## src/rtl/echo_delay_queue.sv

```systemverilog
// Echo queue: payload+OFFSET re-emitted DELAY cycles after acceptance, in order; up to DEPTH outstanding.
// Latency DELAY cycles when idle; request RDY drops when DEPTH requests are outstanding, with no same-cycle pop bypass.

module echo_delay_queue_fifo #(
  parameter int unsigned W     = 32,
  parameter int unsigned DEPTH = 4
) (
  input  logic         clk_i,
  input  logic         rst_i,
  input  logic         push_vld_i,
  input  logic [W-1:0] push_dat_i,
  input  logic         pop_i,
  output logic [W-1:0] head_dat_o,
  output logic         empty_o
);
  localparam int unsigned AW = $clog2(DEPTH);

  logic [W-1:0] mem_q [DEPTH];
  logic [AW:0]  wr_ptr_q, wr_ptr_d;
  logic [AW:0]  rd_ptr_q, rd_ptr_d;

  always_comb begin
    wr_ptr_d = wr_ptr_q;
    rd_ptr_d = rd_ptr_q;
    if (push_vld_i) wr_ptr_d = wr_ptr_q + 1'b1;
    if (pop_i)      rd_ptr_d = rd_ptr_q + 1'b1;
  end

  always_ff @(posedge clk_i) begin
    if (rst_i) begin
      wr_ptr_q <= '0;
      rd_ptr_q <= '0;
    end else begin
      wr_ptr_q <= wr_ptr_d;
      rd_ptr_q <= rd_ptr_d;
    end
  end

  // Storage needs no reset: only entries between the pointers are ever observed.
  always_ff @(posedge clk_i) begin
    if (push_vld_i) mem_q[wr_ptr_q[AW-1:0]] <= push_dat_i;
  end

  assign head_dat_o = mem_q[rd_ptr_q[AW-1:0]];
  assign empty_o    = (wr_ptr_q == rd_ptr_q);
endmodule

module echo_delay_queue #(
  parameter int unsigned WIDTH  = 32,
  parameter int unsigned DELAY  = 2,
  parameter int unsigned DEPTH  = 4,
  parameter int unsigned OFFSET = 0
) (
  input  logic                         CLK,
  input  logic                         RST,
  input  logic                         request_say__ENA,
  input  logic [WIDTH-1:0]             request_say_v,
  output logic                         request_say__RDY,
  output logic                         indication_heard__ENA,
  output logic [WIDTH-1:0]             indication_heard_v,
  input  logic                         indication_heard__RDY,
  output logic [$clog2(DEPTH+1)-1:0]   occupancy
);
  localparam int unsigned OW = $clog2(DEPTH+1);
  localparam logic [WIDTH-1:0] OFF = WIDTH'(OFFSET);

  logic [OW-1:0]    occ_q, occ_d;
  logic             req_xfer, ind_xfer;
  logic [WIDTH-1:0] req_sum;
  logic             q_push;
  logic [WIDTH-1:0] q_push_dat;
  logic [WIDTH-1:0] q_head;
  logic             q_empty;

  assign request_say__RDY      = ~RST & (occ_q < OW'(DEPTH));
  assign indication_heard__ENA = ~RST & ~q_empty;
  assign indication_heard_v    = indication_heard__ENA ? q_head : '0;
  assign occupancy             = RST ? '0 : occ_q;

  assign req_xfer = request_say__ENA & request_say__RDY;
  assign ind_xfer = indication_heard__RDY & indication_heard__ENA;
  assign req_sum  = request_say_v + OFF;

  // The last delay stage feeds the queue so an entry is visible exactly DELAY cycles after capture.
  if (DELAY == 1) begin : g_direct
    assign q_push     = req_xfer;
    assign q_push_dat = req_sum;
  end else begin : g_line
    logic [DELAY-2:0] vld_q;
    logic [WIDTH-1:0] dat_q [DELAY-1];

    always_ff @(posedge CLK) begin
      if (RST) begin
        vld_q <= '0;
      end else begin
        vld_q[0] <= req_xfer;
        for (int i = 1; i < int'(DELAY) - 1; i++) vld_q[i] <= vld_q[i-1];
      end
    end

    always_ff @(posedge CLK) begin
      dat_q[0] <= req_sum;
      for (int i = 1; i < int'(DELAY) - 1; i++) dat_q[i] <= dat_q[i-1];
    end

    assign q_push     = vld_q[DELAY-2];
    assign q_push_dat = dat_q[DELAY-2];
  end

  echo_delay_queue_fifo #(
    .W     (WIDTH),
    .DEPTH (DEPTH)
  ) u_out_q (
    .clk_i      (CLK),
    .rst_i      (RST),
    .push_vld_i (q_push),
    .push_dat_i (q_push_dat),
    .pop_i      (ind_xfer),
    .head_dat_o (q_head),
    .empty_o    (q_empty)
  );

  always_comb begin
    occ_d = occ_q;
    case ({req_xfer, ind_xfer})
      2'b10:   occ_d = occ_q + 1'b1;
      2'b01:   occ_d = occ_q - 1'b1;
      default: occ_d = occ_q;
    endcase
  end

  always_ff @(posedge CLK) begin
    if (RST) occ_q <= '0;
    else     occ_q <= occ_d;
  end
endmodule

```

## config.mk

```make
export PLATFORM = sky130hd
export DESIGN_NAME = echo_delay_queue
export DESIGN_NICKNAME = d
export VERILOG_FILES = /design/src/rtl/echo_delay_queue.sv
export SDC_FILE = /design/constraint.sdc
export NUM_CORES = 1
export LEC_CHECK = 0
export ABC_AREA = 1
export BUFFER_PORTS_ARGS = -buffer_cell sky130_fd_sc_hd__buf_4
export CAP_MARGIN = 10
export CORE_MARGIN = 4
export CORE_UTILIZATION = 35
export CTS_CLUSTER_DIAMETER = 120
export DETAILED_ROUTE_END_ITERATION = 7
export PLACE_DENSITY = 0.58
export SYNTH_ARGS = -nofsm -noshare
export SYNTH_HDL_FRONTEND = slang
export SYNTH_SLANG_ARGS = --single-unit
```

## constraint.sdc

```tcl
create_clock -name CLK -period 2.2 [get_ports CLK]
set_clock_uncertainty 0.15 [all_clocks]
set_input_delay 0.22 -clock CLK [delete_from_list [all_inputs] [get_ports CLK]]
set_output_delay 0.22 -clock CLK [all_outputs]
set_load 0.03 [all_outputs]
```

==> results.txt, run 1 <==
Drt total wl: 13.0 mm
Worst-skew pair later-pin latency: 0.42 ns
Vias/cell: 4.57
Max_cap viols: 0
Number of synthesized flops with an enable pin: 128
Synth Flop Type: edfxtp_1
Worst-path maximum fanout: 33
Finished Cell Area: 8320 um^2
Relative slew slack: 0.756
PnR Total Power: 7830 uW
DRT antenna net count: 0
Full die area: 20100 um^2
Worst Path Arrival: 1.77 ns
Fraction of layout instances using a drive strength above 1: 0.262
Clk Tree Root Cell: clkbuf_16
Vias: 3929
Pwr/cell area: 942 nW/um^2
Synth unique cells: 23
Final Hold Viols: 0
WS Path Type: register to primary output
Standard-cell row count: 48
P_leak: 0.00312 uW
Core footprint: 17400 um^2
Vias in the first global route: 3821
Fill cell count: 1522
Synth Register Bits: 172
Most common cell in the netlist: nor2_1
Global-route wire length before repair: 20.3 mm
Layout net count: 664
Clock input transition at the sequential cells of the worst setup and hold paths: 0.07 ns
Seq/Total Area, Yosys: 0.755
Drt pass-1 iters: 5
Max clock buf depth: 2
Syn Nets: 537
Mean post-synth cell area: 12.7 um^2
CTS Buf Count: 17
Routability congestion estimate: 0.756
Synth area leader: edfxtp_1
Most frequent cells after synthesis: nor2_1, edfxtp_1, dfxtp_1
Detailed Route Iter0 Violations: 203
Ys async rst share: 0
VDD IR max: 0.564 mV
Global route overflow: 0
Total Routing Usage GR: 0.133
H-tree depth: 4
HPWL Detailed: 7.64 mm
Syn. warnings: 0
Period utilization: 0.973
Initial antenna violation count: 0
Fin crit period: 2.14 ns
Placed instance area: 7120 um^2
Min-delay worst type: primary input to register
Final Max Slew Viols: 0
Leading post-synthesis cells by cell area: edfxtp_1, dfxtp_1, nor2_1, o21ai_1, a21oi_1
Die Y: 142 um
Largest net degree at the start of global routing: 35
Worst-margin pin slew: 0.365 ns
RSZ-0062 raised after global routing: yes
Status: finished clean
CTS tree: done
Clock sinks: 172
WP data required: 1.83 ns
Post-Syn Area: 6260 um^2
Top-area cell type share of the netlist area: 0.614
Per-cell routed wire length: 15.1 um
DIE WIDTH: 142 um
Mapped Cells: 494
PortBufs: 72
Initial Util: 0.359
Crit end category: primary output
Setup violators final: 0
Fmax: 467 MHz
Critical path startpoint category: register
Area growth from synthesis to layout: 33.0%
Top Ports: 73
DRC: 0
Antenna Cells: 0
[worst max-delay path, stage by stage (launching register included)]
cell	delay, ns
dfxtp_4	0.37
inv_2	0.04
nand2_2	0.06
nand2_2	0.06
nand3_4	0.12
nand2_8	0.20
a21oi_1	0.27
buf_4	0.20
[state kept, by name, summed over array words and instances (netlist names), named ones only]
name	cells
g_line.dat_q	32
g_line.vld_q	1
u_out_q.rd_ptr_q	3
u_out_q.mem_q	128
u_out_q.wr_ptr_q	3
occ_q	3
[through the flow]
stage | std cells | util | hold slack [ns] | setup TNS, ns | setup WS, ns
detailed placement | 784 | 0.409 | 0.175 | 0 | 0.0506
global route | 859 | 0.478 | 0.263 | -0.173 | -0.0393
global placement | 784 | 0.409 | 0.175 | 0 | 0.114
CTS | 853 | 0.471 | 0.264 | -0.0451 | -0.0195
floorplan | 494 | - | 0.0977 | 0 | 0.136
finish | 859 | 0.478 | 0.282 | 0 | 0.0585
[placed cells by master (no fill, tap or decap), types with 6 or more instances in the layout]
master	count
nor2_1	139
edfxtp_1	128
buf_4	85
o21ai_1	41
dfxtp_1	37
dlygate4sd3_1	37
o21ai_0	28
a21oi_1	26
clkbuf_16	17
nand2_1	13
a21oi_2	12
inv_1	9
inv_2	8
buf_12	6
[logic make-up (layout without fill, tap and decap cells)]
| logic type | Yosys count | count (layout) | share of synthesized area |
|---|---|---|---|
| flops | 172 | 172 | 0.755 |
| simple gates | 161 | 161 | 0.100 |
| compound gates | 107 | 107 | 0.0868 |
| buf+inv | 44 | 184 | 0.0384 |
| fa+ha+maj | 7 | 7 | 0.0152 |
| xor+xnor | 3 | 3 | 0.00420 |
[layout make-up]
class	instances	area [um^2]	share of cell area
flip-flops and latches	172	4740	0.570
repair buffers	132	1180	0.142
clock inverters	15	233	0.0280
well taps	225	282	0.0338
multi-input cells	278	1380	0.166
inverters	20	82.6	0.00993
clock buffers	17	425	0.0511
[what timing repair did]
item                                    4_1_cts  5_1_grt
endpoints found under the hold margin        37        0
gates resized for setup                      12       29
setup buffers                                 0        6
endpoints found under the setup margin       33       33
hold buffers                                 37        0
pin swaps                                     1       10
[power breakdown]
part,leakage (uW),switching (uW),total [uW],internal [uW]
logic,0.00127,533,885,352
registers,0.00153,60.3,3660,3600
clock network,0.000315,1250,3290,2040
[routing by layer]
metal | track usage | wire length, um
met5 | 0 | 0
met4 | 0.0424 | 53
met3 | 0.0377 | 591
met2 | 0.216 | 6440
met1 | 0.175 | 5900
[final timing paths]
kind | from | to | slack (ns) | cells past startpoint
setup / recovery | u_out_q.wr_ptr_q[0] | indication_heard_v[1] | 0.06 | 7
hold / removal | request_say_v[28] | g_line.dat_q[0][28] | 0.28 | 2
setup reg to reg | u_out_q.wr_ptr_q[0] | occ_q[2] | 0.09 | 13
hold reg to reg | g_line.dat_q[0][1] | u_out_q.mem_q[1][1] | 0.32 | 0
Note: power is estimated with default switching activity, not from simulation.
==> run 2, diff against run 1 <==
Settings changed: ABC_AREA 1 to not set.
==> results.txt, run 2 <==
Reg power frac: 0.420 (was 0.467)
Detailed Route Iter0 Violations: 112 (was 203)
Commonest non-fill, non-tap cell in the layout: edfxtp_1 (was nor2_1)
Initial Util: 0.357 (was 0.359)
Slowest cell on crit path: mux4_2 (was dfxtp_4)
Setup violators final: 18 (was 0)
Clock sinks: 172 (unchanged)
Core footprint: 17300 um^2 (was 17400 um^2)
Min-delay worst type: primary input to register (unchanged)
Initial antenna violation count: 0 (unchanged)
Syn Nets: 357 (was 537)
Drt pass-1 iters: 4 (was 5)
Per-cell routed wire length: 17.0 um (was 15.1 um)
Crit end category: primary output (unchanged)
VDD IR max: 0.536 mV (was 0.564 mV)
RSZ-0062 raised after global routing: yes (unchanged)
Layout net count: 495 (was 664)
Crit path max-delay family: multiplexers (was simple AND/OR/NAND/NOR gates)
DRT antenna net count: 0 (unchanged)
Routability congestion estimate: 0.697 (was 0.756)
Mean post-synth cell area: 19.6 um^2 (was 12.7 um^2)
Top-area cell type share of the netlist area: 0.623 (was 0.614)
Area growth from synthesis to layout: 34.4% (was 33.0%)
Comb pwr share: 0.232 (was 0.113)
Most common cell in the netlist: edfxtp_1 (was nor2_1)
Antenna Cells: 0 (unchanged)
Relative slew slack: 0.757 (was 0.756)
Global route overflow: 0 (unchanged)
CTS tree: done (unchanged)
Leading post-synthesis cells by cell area: edfxtp_1, dfxtp_1, mux4_2, nor2b_1, ha_1 (was edfxtp_1, dfxtp_1, nor2_1, o21ai_1, a21oi_1)
Fin crit period: 2.24 ns (was 2.14 ns)
Clk Tree Root Cell: clkbuf_16 (unchanged)
Drt total wl: 11.8 mm (was 13.0 mm)
Critical path startpoint category: register (unchanged)
Full die area: 19800 um^2 (was 20100 um^2)
Setup WS post-layout: -0.0436 ns (was 0.0585 ns)
Post-Route Setup TNS: -0.419 ns (was 0 ns)
HPWL Detailed: 6.81 mm (was 7.64 mm)
CTS Buf Count: 17 (unchanged)
Clock group share of total power: 0.348 (was 0.420)
Most frequent cells after synthesis: edfxtp_1, dfxtp_1, nor2b_1 (was nor2_1, edfxtp_1, dfxtp_1)
DRC: 0 (unchanged)
H-tree depth: 4 (unchanged)
Ys async rst share: 0 (unchanged)
Max clock buf depth: 2 (unchanged)
Vias: 3180 (was 3929)
PortBufs: 72 (unchanged)
Switching share of power: 0.263 (was 0.236)
CP max stage delay: 0.49 ns (was 0.37 ns)
Reg2reg setup slack: 0 ns (was 0.09 ns)
Synth Register Bits: 172 (unchanged)
Synth unique cells: 31 (was 23)
Pwr/cell area: 1070 nW/um^2 (was 942 nW/um^2)
Synth area leader: edfxtp_1 (unchanged)
Top Ports: 73 (unchanged)
Global-route wire length before repair: 18.9 mm (was 20.3 mm)
Fmax: 446 MHz (was 467 MHz)
Standard-cell row count: 48 (unchanged)
Psw: 2330 uW (was 1850 uW)
Failing checks: negative setup slack
WP data required: 1.83 ns (about the same)
Worst Path Arrival: 1.87 ns (was 1.77 ns)
Max FFs per register: 128 (unchanged)
Synth Flop Type: edfxtp_1 (unchanged)
Commonest cells after routing, fill and taps aside: edfxtp_1, buf_4, dfxtp_1 (was nor2_1, edfxtp_1, buf_4)
DIE WIDTH: 141 um (was 142 um)
Vias in the first global route: 3569 (was 3821)
Fraction of layout instances using a drive strength above 1: 0.406 (was 0.262)
Hold WS: 0.0306 ns (was 0.282 ns)
P_leak: 0.00295 uW (was 0.00312 uW)
Syn. warnings: 0 (unchanged)
Worst-margin pin slew: 0.364 ns (was 0.365 ns)
Post-Syn Area: 6170 um^2 (was 6260 um^2)
Largest net degree at the start of global routing: 34 (was 35)
WS Path Type: register to primary output (unchanged)
Total Routing Usage GR: 0.128 (was 0.133)
Worst-path maximum fanout: 6 (was 33)
Int Power: 6510 uW (was 5990 uW)
Worst-skew pair later-pin latency: 0.42 ns (about the same)
Max_cap viols: 0 (unchanged)
Seq/Total Area, Yosys: 0.766 (was 0.755)
Number of synthesized flops with an enable pin: 128 (unchanged)
Status: finished with violations (was finished clean)
Final Hold Viols: 0 (unchanged)
Period utilization: 1.02 (was 0.973)
Mapped Cells: 314 (was 494)
Vias/cell: 4.61 (was 4.57)
Final Max Slew Viols: 0 (unchanged)
Clock input transition at the sequential cells of the worst setup and hold paths: 0.07 ns (about the same)
Crit-path cells: buf_12 > buf_16 > mux4_2 > nor2b_1 > buf_4 (was inv_2 > nand2_2 > nand2_2 > nand3_4 > nand2_8 > a21oi_1 > buf_4)
Die Y: 141 um (was 142 um)
CP Buf/Inv Count: 3 (was 2)
run 2: power by group through the flow:
stage          registers [uW]  clock network [uW]  logic, uW
4_1_cts                  3710                3180       2020
2_1_floorplan            3740                   0       1230
3_3_place_gp             3760                   0       1770
3_5_place_dp             3770                   0       1780
6_report                 3710                3070       2050
5_1_grt                  3730                3320       2210
run 2: routing by layer:
metal,track usage,share of wire,vias up
met2,0.211,0.51,67
li1,-,-,1488
met4,0.0459,0.010,0
met3,0.0393,0.044,11
met1,0.159,0.44,1614
met5,0,0,-
run 2: final timing paths:
| kind | startpoint | to | cells after the start |
|---|---|---|---|
| worst min register to register | g_line.dat_q[0][18] | u_out_q.mem_q[2][18] | 0 |
| worst max register to register | u_out_q.rd_ptr_q[2] | occ_q[2] | 9 |
| worst max-delay path | register | indication_heard_v[15] | 5 |
| worst min-delay path | indication_heard__RDY | u_out_q.rd_ptr_q[2] | 3 |
run 2: cell type report:
class	instances	area (um^2)
fillers	1495	9010
flip-flops and latches	172	4740
multi-input cells	122	1440
repair buffers	131	1190
clock buffers	18	429
well taps	225	282
clock inverters	14	184
inverters	8	30.0
run 2: worst min-delay path: stages:
cell	delay [ns]
buf_4	0.13
a21oi_1	0.10
or4_1	0.12
run 2: what timing repair did:
item | CTS | global route
gates cloned | 2 | 0
endpoints found under the hold margin | 41 | 0
hold buffers | 34 | 0
buffers inserted | 2 | 0
resized for setup | 10 | 21
endpoints found under the setup margin | 34 | 34
pin swaps | 1 | 0
run 2: cells by family after synthesis:
| group | share of synthesized area |
|---|---|
| DFF | 0.766 |
| and+or+nand+nor | 0.0584 |
| muxes | 0.118 |
| buffers and inverters | 0.0164 |
| AOI/OAI and AO/OA | 0.0110 |
| xor gates and xnor gates | 0.0142 |
| adders and majority gates | 0.0154 |
run 2: per-stage QoR:
stage          instance area (um^2)   util  setup WS, ns  total power (uW)  std cells
6_report                       8290  0.479       -0.0436              8830        690
5_1_grt                        8290  0.479        -0.114              9250        690
4_1_cts                        8210  0.475       -0.0897              8920        690
3_5_place_dp                   7150  0.413       -0.0587              5540        620
3_3_place_gp                   7150  0.413        0.0422              5530        620
2_1_floorplan                  6220      -        -0.158              4980        314
==> run 3, diff against run 2 <==
Settings changed: SKIP_CTS_REPAIR_TIMING set to 1.
==> results.txt, run 3 (synthesis gave the netlist of run 2 again) <==
GR Util met3: 0.0400 (was 0.0393)
Routability congestion estimate: 0.697 (unchanged)
RSZ-0062 raised after global routing: yes (unchanged)
Antenna Cells: 0 (unchanged)
Die Y: 141 um (unchanged)
Total Routing Usage GR: 0.123 (was 0.128)
Standard-cell row count: 48 (unchanged)
Period utilization: 1.02 (about the same)
Max_cap viols: 0 (unchanged)
Post-Route Setup TNS: -0.341 ns (was -0.419 ns)
Commonest cells after routing, fill and taps aside: edfxtp_1, buf_4, dfxtp_1 (unchanged)
Reg2reg setup slack: 0.03 ns (was 0 ns)
Full die area: 19800 um^2 (unchanged)
P_leak: 0.00290 uW (was 0.00295 uW)
Layout net count: 492 (was 495)
Fraction of layout instances using a drive strength above 1: 0.385 (was 0.406)
Multi-input gate area: 1420 um^2 (was 1440 um^2)
Setup Slack @ Placement: -0.0587 ns (unchanged)
Flip-flop and latch area: 4740 um^2 (about the same)
Initial antenna violation count: 0 (unchanged)
Fill cell count: 1509 (was 1495)
Global-route wire length before repair: 18.3 mm (was 18.9 mm)
Met1 usage: 0.152 (was 0.159)
HPWL Detailed: 6.81 mm (unchanged)
CP max stage delay: 0.52 ns (was 0.49 ns)
Worst r2r src: u_out_q.wr_ptr_q[1] (was u_out_q.rd_ptr_q[2])
Clk Tree Root Cell: clkbuf_16 (unchanged)
Detailed Route Iter0 Violations: 99 (was 112)
PortBufs: 72 (unchanged)
DRT antenna net count: 0 (unchanged)
Relative slew slack: 0.757 (about the same)
Commonest non-fill, non-tap cell in the layout: edfxtp_1 (unchanged)
Setup violators final: 25 (was 18)
Crit end category: primary output (unchanged)
Slowest cell on crit path: mux4_2 (unchanged)
Vias/cell: 4.59 (was 4.61)
Global route overflow: 0 (unchanged)
Worst r2r dst: occ_q[2] (unchanged)
Critical path startpoint category: register (unchanged)
Vias in the first global route: 3458 (was 3569)
Clock sinks: 172 (unchanged)
Fin crit period: 2.24 ns (about the same)
VDD IR max: 0.521 mV (was 0.536 mV)
Grt peak-use layer: met2 (unchanged)
Drt total wl: 11.6 mm (was 11.8 mm)
Min-delay worst type: primary input to register (unchanged)
Final Hold Viols: 0 (unchanged)
Hold WS: 0.0326 ns (was 0.0306 ns)
Setup WS post-layout: -0.0386 ns (was -0.0436 ns)
Area growth from synthesis to layout: 32.6% (was 34.4%)
CTS tree: done (unchanged)
H-tree depth: 4 (unchanged)
DIE WIDTH: 141 um (unchanged)
Worst-skew pair later-pin latency: 0.42 ns (about the same)
Worst-path maximum fanout: 12 (was 6)
PnR Total Power: 8640 uW (was 8830 uW)
Status: finished with violations (unchanged)
Crit-path cells: buf_12 > mux4_2 > nor2b_1 > buf_4 (was buf_12 > buf_16 > mux4_2 > nor2b_1 > buf_4)
WS Path Type: register to primary output (unchanged)
WP data required: 1.83 ns (about the same)
Largest net degree at the start of global routing: 34 (unchanged)
CTS Buf Count: 17 (unchanged)
Worst-margin pin slew: 0.364 ns (about the same)
Core footprint: 17300 um^2 (unchanged)
Max clock buf depth: 2 (unchanged)
Reg2reg path depth: 9 (unchanged)
Met2 Usage GRT: 0.203 (was 0.211)
Clock input transition at the sequential cells of the worst setup and hold paths: 0.07 ns (about the same)
Vias: 3155 (was 3180)
Final Max Slew Viols: 0 (unchanged)
Worst Path Arrival: 1.87 ns (about the same)
Top Ports: 73 (unchanged)
Fmax: 447 MHz (was 446 MHz)
Per-cell routed wire length: 16.9 um (was 17.0 um)
CP endpoint: indication_heard_v[31] (was indication_heard_v[15])
Drt pass-1 iters: 4 (unchanged)
Max FFs per register: 128 (unchanged)
Initial Util: 0.357 (unchanged)
Pwr/cell area: 1060 nW/um^2 (was 1070 nW/um^2)
DRC: 0 (unchanged)
Failing checks: negative setup slack (unchanged)
## run 3: changes by cell type in the layout (fill, tap and decap cells not counted), moves of 2 or more
| cell | before | now |
|---|---|---|
| nor2b_4 | 4 | 0 |
| buf_16 | 2 | 0 |
| buf_6 | 9 | 1 |
| buf_4 | 82 | 89 |
| nor2b_1 | 26 | 34 |
| nor2b_2 | 4 | 0 |
## run 3: routing by layer
layer,vias up,routed length [um]
met3,13,514
met4,0,150
li1,1479,-
met1,1594,5170
met5,-,0
met2,69,5770
## run 3: final cells by class
cell class	count	area share
sequential	172	0.579
clock buffer	18	0.0525
inverter	8	0.00367
multi-input combinational	122	0.173
timing repair buffer	128	0.134
tap	225	0.0344
clock inverter	14	0.0225
## run 3: where the power goes
| group | leakage, uW | switching [uW] | internal (uW) | total [uW] |
|---|---|---|---|---|
| Sequential | 0.00153 | 91.0 | 3620 | 3720 |
| Clock | 0.000298 | 1260 | 1810 | 3070 |
| Combinational | 0.00107 | 919 | 936 | 1850 |
| Total | 0.00290 | 2270 | 6370 | 8640 |
## run 3: worst max-delay path: cells and delay by family, from the launching register on
kind	cells	cell delay [ns]
buffers and inverters	2	0.36
muxes	1	0.52
and+or+nand+nor	1	0.16
DFF	1	0.40
## run 3: metrics by stage
stage | area, um^2 | cells | util
after floorplan | 6220 | 314 | -
after global placement | 7150 | 620 | 0.413
after detailed placement | 7150 | 620 | 0.413
after CTS | 7760 | 652 | 0.449
after global routing | 8180 | 687 | 0.473
final | 8180 | 687 | 0.473
## run 3: worst min-delay path by stage
stage,from,end,cells past startpoint
floorplan,request_say_v[0],g_line.dat_q[0][0],0
global placement,request_say_v[29],g_line.dat_q[0][29],1
detailed placement,request_say_v[8],g_line.dat_q[0][8],1
CTS,request_say_v[29],g_line.dat_q[0][29],1
global route,indication_heard__RDY,u_out_q.rd_ptr_q[2],3
finish,indication_heard__RDY,u_out_q.rd_ptr_q[2],3
